**src/rtl/pipe_ctrl_pkg.sv**
```systemverilog
// Shared pipeline-control definitions: widths, stall-vector bit positions and
// the exception-flush state encoding used by pc and the stage registers.
package pipe_ctrl_pkg;

  localparam int unsigned CTRL_WIDTH      = 6;
  localparam int unsigned INST_ADDR_WIDTH = 32;

  localparam int unsigned STALL_PC  = 0;
  localparam int unsigned STALL_IF  = 1;
  localparam int unsigned STALL_ID  = 2;
  localparam int unsigned STALL_EX  = 3;
  localparam int unsigned STALL_MEM = 4;
  localparam int unsigned STALL_WB  = 5;

  typedef enum logic [1:0] {
    ST_IDLE    = 2'd0,
    ST_FLUSH   = 2'd1,
    ST_HOLDOFF = 2'd2
  } state_e;

  // A requesting stage freezes itself and every stage upstream of it.
  function automatic logic [CTRL_WIDTH-1:0] stall_vec(input logic req_id,
                                                      input logic req_ex,
                                                      input logic req_mem);
    logic [CTRL_WIDTH-1:0] v;
    int unsigned           top;
    v   = '0;
    top = 0;
    if (req_mem)     top = STALL_MEM + 1;
    else if (req_ex) top = STALL_EX + 1;
    else if (req_id) top = STALL_ID + 1;
    for (int unsigned i = STALL_PC; i < CTRL_WIDTH; i++) begin
      if (i < top) v[i] = 1'b1;
    end
    return v;
  endfunction

endpackage

```
**src/rtl/stall_watchdog.sv**
```systemverilog
// Counts consecutive PC-stalled cycles and raises a sticky error when the
// pipeline has been frozen for STALL_TIMEOUT cycles in a row.
module stall_watchdog #(
  parameter int unsigned STALL_TIMEOUT = 1024
) (
  input  logic clk,
  input  logic rst,
  input  logic stall_pc,
  output logic stall_timeout
);

  localparam int unsigned CNT_W = $clog2(STALL_TIMEOUT);
  localparam logic [CNT_W-1:0] CNT_MAX = CNT_W'(STALL_TIMEOUT - 1);

  logic [CNT_W-1:0] cnt_q, cnt_d;
  logic             to_q, to_d;

  // Counter saturates at CNT_MAX; one more stalled cycle there trips the flag.
  always_comb begin
    cnt_d = cnt_q;
    to_d  = to_q;
    if (stall_pc) begin
      if (cnt_q == CNT_MAX) to_d = 1'b1;
      else                  cnt_d = cnt_q + CNT_W'(1);
    end else begin
      cnt_d = '0;
    end
  end

  always_ff @(posedge clk) begin
    if (rst) begin
      cnt_q <= '0;
      to_q  <= 1'b0;
    end else begin
      cnt_q <= cnt_d;
      to_q  <= to_d;
    end
  end

  assign stall_timeout = to_q;

endmodule

```
**src/rtl/pipe_ctrl.sv**
```systemverilog
// Pipeline control: stall merge, branch/exception PC redirect arbitration,
// one-cycle exception flush sequencing and stall watchdog.
module pipe_ctrl
  import pipe_ctrl_pkg::*;
#(
  parameter int unsigned STALL_TIMEOUT = 1024
) (
  input  logic                       clk,
  input  logic                       rst,
  input  logic                       stallreq_id,
  input  logic                       stallreq_ex,
  input  logic                       stallreq_mem,
  input  logic                       branch_req,
  input  logic [INST_ADDR_WIDTH-1:0] branch_addr,
  input  logic                       exc_req,
  input  logic [INST_ADDR_WIDTH-1:0] exc_addr,
  output logic [CTRL_WIDTH-1:0]      stall,
  output logic                       flush,
  output logic                       branch_flag,
  output logic [INST_ADDR_WIDTH-1:0] branch_target_addr,
  output logic                       stall_timeout
);

  state_e                     state_q, state_d;
  logic                       pend_valid_q, pend_valid_d;
  logic [INST_ADDR_WIDTH-1:0] pend_addr_q, pend_addr_d;
  logic [INST_ADDR_WIDTH-1:0] exc_addr_q, exc_addr_d;

  always_comb begin
    state_d            = state_q;
    pend_valid_d       = pend_valid_q;
    pend_addr_d        = pend_addr_q;
    exc_addr_d         = exc_addr_q;
    stall              = '0;
    flush              = 1'b0;
    branch_flag        = 1'b0;
    branch_target_addr = '0;

    if (!rst) begin
      unique case (state_q)
        ST_FLUSH: begin
          flush              = 1'b1;
          branch_flag        = 1'b1;
          branch_target_addr = exc_addr_q;
          state_d            = ST_HOLDOFF;
        end
        default: begin
          stall = stall_vec(stallreq_id, stallreq_ex, stallreq_mem);
          // An exception taken in IDLE drops any branch, new or pending.
          if (state_q == ST_IDLE && exc_req) begin
            exc_addr_d   = exc_addr;
            pend_valid_d = 1'b0;
            state_d      = ST_FLUSH;
          end else begin
            state_d = ST_IDLE;
            if (pend_valid_q) begin
              branch_flag        = 1'b1;
              branch_target_addr = pend_addr_q;
            end else begin
              branch_flag        = branch_req;
              branch_target_addr = branch_addr;
            end
            // Hold the first branch seen while the PC is frozen until it moves.
            if (!stall[STALL_PC]) begin
              pend_valid_d = 1'b0;
            end else if (!pend_valid_q && branch_req) begin
              pend_valid_d = 1'b1;
              pend_addr_d  = branch_addr;
            end
          end
        end
      endcase
    end
  end

  always_ff @(posedge clk) begin
    if (rst) begin
      state_q      <= ST_IDLE;
      pend_valid_q <= 1'b0;
      pend_addr_q  <= '0;
      exc_addr_q   <= '0;
    end else begin
      state_q      <= state_d;
      pend_valid_q <= pend_valid_d;
      pend_addr_q  <= pend_addr_d;
      exc_addr_q   <= exc_addr_d;
    end
  end

  stall_watchdog #(
    .STALL_TIMEOUT(STALL_TIMEOUT)
  ) u_watchdog (
    .clk          (clk),
    .rst          (rst),
    .stall_pc     (stall[STALL_PC]),
    .stall_timeout(stall_timeout)
  );

endmodule

```
**config.mk**
```make
export PLATFORM = sky130hd
export DESIGN_NAME = pipe_ctrl
export DESIGN_NICKNAME = d
export VERILOG_FILES = /design/src/rtl/pipe_ctrl_pkg.sv /design/src/rtl/stall_watchdog.sv /design/src/rtl/pipe_ctrl.sv
export SDC_FILE = /design/constraint.sdc
export NUM_CORES = 1
export LEC_CHECK = 0
export CAP_MARGIN = 30
export CORE_ASPECT_RATIO = 0.7
export CORE_MARGIN = 5
export CORE_UTILIZATION = 45
export CTS_CLUSTER_SIZE = 30
export DETAILED_ROUTE_END_ITERATION = 10
export GPL_ROUTABILITY_DRIVEN = 0
export MAX_ROUTING_LAYER = met4
export PLACE_DENSITY = 0.76
export SYNTH_ARGS = -nofsm -noshare
export SYNTH_HDL_FRONTEND = slang
export SYNTH_SLANG_ARGS = --single-unit
```
**constraint.sdc**
```tcl
create_clock -name clk -period 2 [get_ports clk]
set_clock_uncertainty 0.1 [all_clocks]
set_input_delay 0.4 -clock clk [delete_from_list [all_inputs] [get_ports clk]]
set_output_delay 0.4 -clock clk [all_outputs]
set_load 0.05 [all_outputs]
```
==> metrics <==
clock root buffer=clkbuf_16; DR vias/cell=5.49; wire length of the first global-routing pass=20.6 mm; failing checks=setup timing; share of the yosys chip area belonging to registers=40.0%; Starting Density=46.3%; final critical-path required period=2.06 ns; final clock period utilization by the worst path=103%; number of violations of the max-capacitance limit=0; number of H-tree branching levels=3; number of instances in the synthesized netlist=between 400 and 500; number of fillers in the final layout=571; Routed wire per std cell=17.8 µm; pwr/cell area=722 mW/mm²; iteration count of the initial detailed-routing pass=4; final cell count without fillers=approximately 720; startpoint of the lowest-slack hold path=exc_addr_q[25]; highest net fanout along the worst path=10; leakage component of the power=2.31 nW; buffers from clock root to sink, at most=2; pre-CTS setup slack=-0.229 ns; launch instance of the worst register-to-register path=state_q[1]; Cell variety after synth=37; Critical R2R Capture=pend_addr_q[9]; final count of negative-setup-slack endpoints=32; total vias in the final route=3950; footprint of the flip-flops and latches=about 0.0016 mm²; fraction of final layout cells with drive strength greater than 1=30.9%; worst endpoint data arrival time=1.56 ns; Num Clock Sinks=78; initial detailed-routing violation count=286; clock tree from TritonCTS=done; setup tns final=-1.01 ns; Pins Over Slew Limit=0; GRT Total Usage=25.1%; crit start category=flip-flop; vias in the first global route=4107; setup slack, reg-to-reg=0.35 ns; Area growth, synth to finish=64.6%; data required time at the worst endpoint=1.50 ns; Mapped Nets=552; Tightest Pin Transition=0.551 ns; Placeable Area=between 0.008 and 0.009 mm²; pin count of the biggest net entering global routing=45; net total in the final layout=665; number of CTS-inserted buffers=9; area of the die=0.0107 mm²; Clk pin slew, worst setup/hold paths=0.06 ns; final hold violation count=0; later-pin clock latency in the skew report=0.32 ns; remaining routing DRC violations=0; Rows=28; width of the die=121 µm; peak clock frequency supported by timing=a little under 0.5 GHz; antenna violation net count after detailed routing=0; Cell Area, Synth=a little under 0.004 mm²; placed wire-length estimate after detailed placement=approximately 8.3 mm; synthesis-stage register bit count=78; number of input and output port buffers inserted=110; I/O pin cnt=112; total routed wirelength=12.8 mm; FF-to-FF path depth=5; run status=finished with violations; worst-case setup margin in the final layout=-0.0589 ns; number of cells traversed by the worst hold path=2; Peak VDD IR=between 0.4 and 0.5 mV; relative slew slack=63.3%; synthesized area divided by synthesized cell count=8.14 µm²; type of the worst setup path=reg2out; total congestion overflow=0; Endpoint, Worst Hold=exc_addr_q[25]; count of yosys warnings during synthesis=0; initial antenna violation count=1; path type of the worst min-delay path=reg2reg; CP endpoint kind=primary output; instance count after placement with tap cells included=695; unrepaired setup endpoints after global routing=yes; Die Y=87.9 µm; combined area of the multi-input logic cells=about 0.0025 mm²
==> state kept, by name, summed over array words and instances, names as in the netlist <==
signal                    cells
pend_addr_q                  32
u_watchdog.cnt_q             10
u_watchdog.stall_timeout      1
pend_valid_q                  1
exc_addr_q                   32
state_q                       2
==> power breakdown <==
part / switching, mW / internal (mW)
sequential: 0.0524 / 1.64
combinational: 0.657 / 0.564
clock: 0.605 / 1.12
total: 1.31 / 3.32
==> cell usage after synthesis <==
cell type	instances	share of area [%]
a21oi_1	67	8.6
xnor2_1	2	0.45
o21ai_0	65	8.3
nor2b_4	1	0.35
nor3_1	2	0.26
buf_2	14	1.8
or3_4	1	0.29
and4_1	2	0.45
o21ai_1	4	0.51
nand2b_4	2	0.70
nor2_1	15	1.4
inv_2	1	0.096
nor2b_1	1	0.16
nand2_2	2	0.32
nand3_1	7	0.90
nand3b_1	1	0.19
nand2b_1	1	0.16
clkbuf_1	14	1.3
conb_1	1	0.096
buf_6	10	2.9
nand2_1	99	9.5
nand4_1	2	0.32
and2_1	2	0.32
dfxtp_1	78	40
ha_1	1	0.32
inv_1	3	0.29
nor3b_4	1	0.48
and2_4	1	0.22
or2_2	1	0.16
mux2i_1	34	8.7
and3_1	1	0.16
a31oi_1	6	0.96
buf_4	4	0.77
a211oi_1	2	0.38
o21bai_1	1	0.19
o21a_1	1	0.19
nand3_2	30	7.7
==> metrics by stage <==
| stage | hold slack, ns | power [mW] | instance area [µm²] | util (%) |
|---|---|---|---|---|
| floorplan | 0.337 | 2.31 | 4040 | - |
| CTS | 0.356 | 4.62 | 6340 | 75.1 |
| finish | 0.358 | 4.64 | 6430 | 76.1 |
| global placement | 0.342 | 2.78 | 5680 | 67.3 |
| global route | 0.380 | 4.81 | 6430 | 76.1 |
| detailed placement | 0.347 | 2.80 | 5680 | 67.3 |
==> per-layer routing <==
metal / share of wire (%) / GRT usage, % / vias up
li1: - / - / 1889
met1: 41 / 31.5 / 1883
met2: 49 / 40.7 / 158
met3: 8.4 / 6.00 / 20
met4: 1.2 / 6.82 / 0
met5: 0 / - / -
==> worst max-delay path, stage by stage, from the launching register on <==
cell	delay [ns]
dfxtp_4	0.37
nor2_4	0.13
o21bai_4	0.09
buf_12	0.14
buf_12	0.16
o21ai_4	0.18
buf_12	0.15
==> cell type report <==
cell class / count / area share, %
Clock inverter: 4 / 1.09
Tap cell: 120 / 2.34
Inverter: 4 / 0.234
Sequential cell: 78 / 24.4
Timing Repair Buffer: 144 / 29.2
Multi-Input combinational cell: 356 / 38.9
Antenna cell: 1 / 0.0389
Clock buffer: 12 / 3.83
==> what timing repair did <==
action,4_1_cts,5_1_grt
cloned,1,2
endpoints found under the setup margin,36,33
gates resized for setup,60,8
pin swaps,30,2
hold buffers,0,0
buffers inserted,4,0
==> cell families (layout without fill, tap and decap cells) <==
kind of cell             after synthesis  in the layout  share of synthesized area, %
AO/OA/AOI/OAI                        146            146                          19.2
other                                  1              2                        0.0960
buffers and inverters                 46            164                          7.18
flip-flops                            78             78                          40.0
adder cells (fa/ha/maj)                1              1                         0.320
XOR/XNOR                               2              2                         0.449
AND/OR/NAND/NOR                      172            172                          24.1
multiplexers                          34             34                          8.72
==> cell usage in the layout, fill, tap and decap left out, types with 5 or more instances in the layout <==
cell | netlist | routed
mux2i_1 | 34 | 21
clkdlybuf4s50_1 | 0 | 65
nand3_1 | 7 | 7
dfxtp_1 | 78 | 75
nand2_1 | 99 | 99
o21ai_0 | 65 | 33
buf_12 | 0 | 43
buf_4 | 4 | 22
o21ai_4 | 0 | 30
nor2_1 | 15 | 11
a21oi_1 | 67 | 66
buf_6 | 10 | 5
nand3_2 | 30 | 30
clkbuf_16 | 0 | 11
a31oi_1 | 6 | 6
mux2i_2 | 0 | 13
==> worst max-delay path by stage <==
| stage | start | endpoint | slack [ns] | depth (start not counted) |
|---|---|---|---|---|
| global placement | exc_req | branch_target_addr[29] | -0.21 | 6 |
| global route | pend_valid_q | branch_target_addr[11] | -0.12 | 4 |
| detailed placement | exc_req | branch_target_addr[0] | -0.23 | 6 |
| finish | state_q[0] | branch_target_addr[21] | -0.06 | 6 |
| CTS | state_q[0] | branch_target_addr[16] | -0.05 | 6 |
| floorplan | rst | branch_target_addr[0] | -0.36 | 3 |
(Power assumes the default switching activity.)
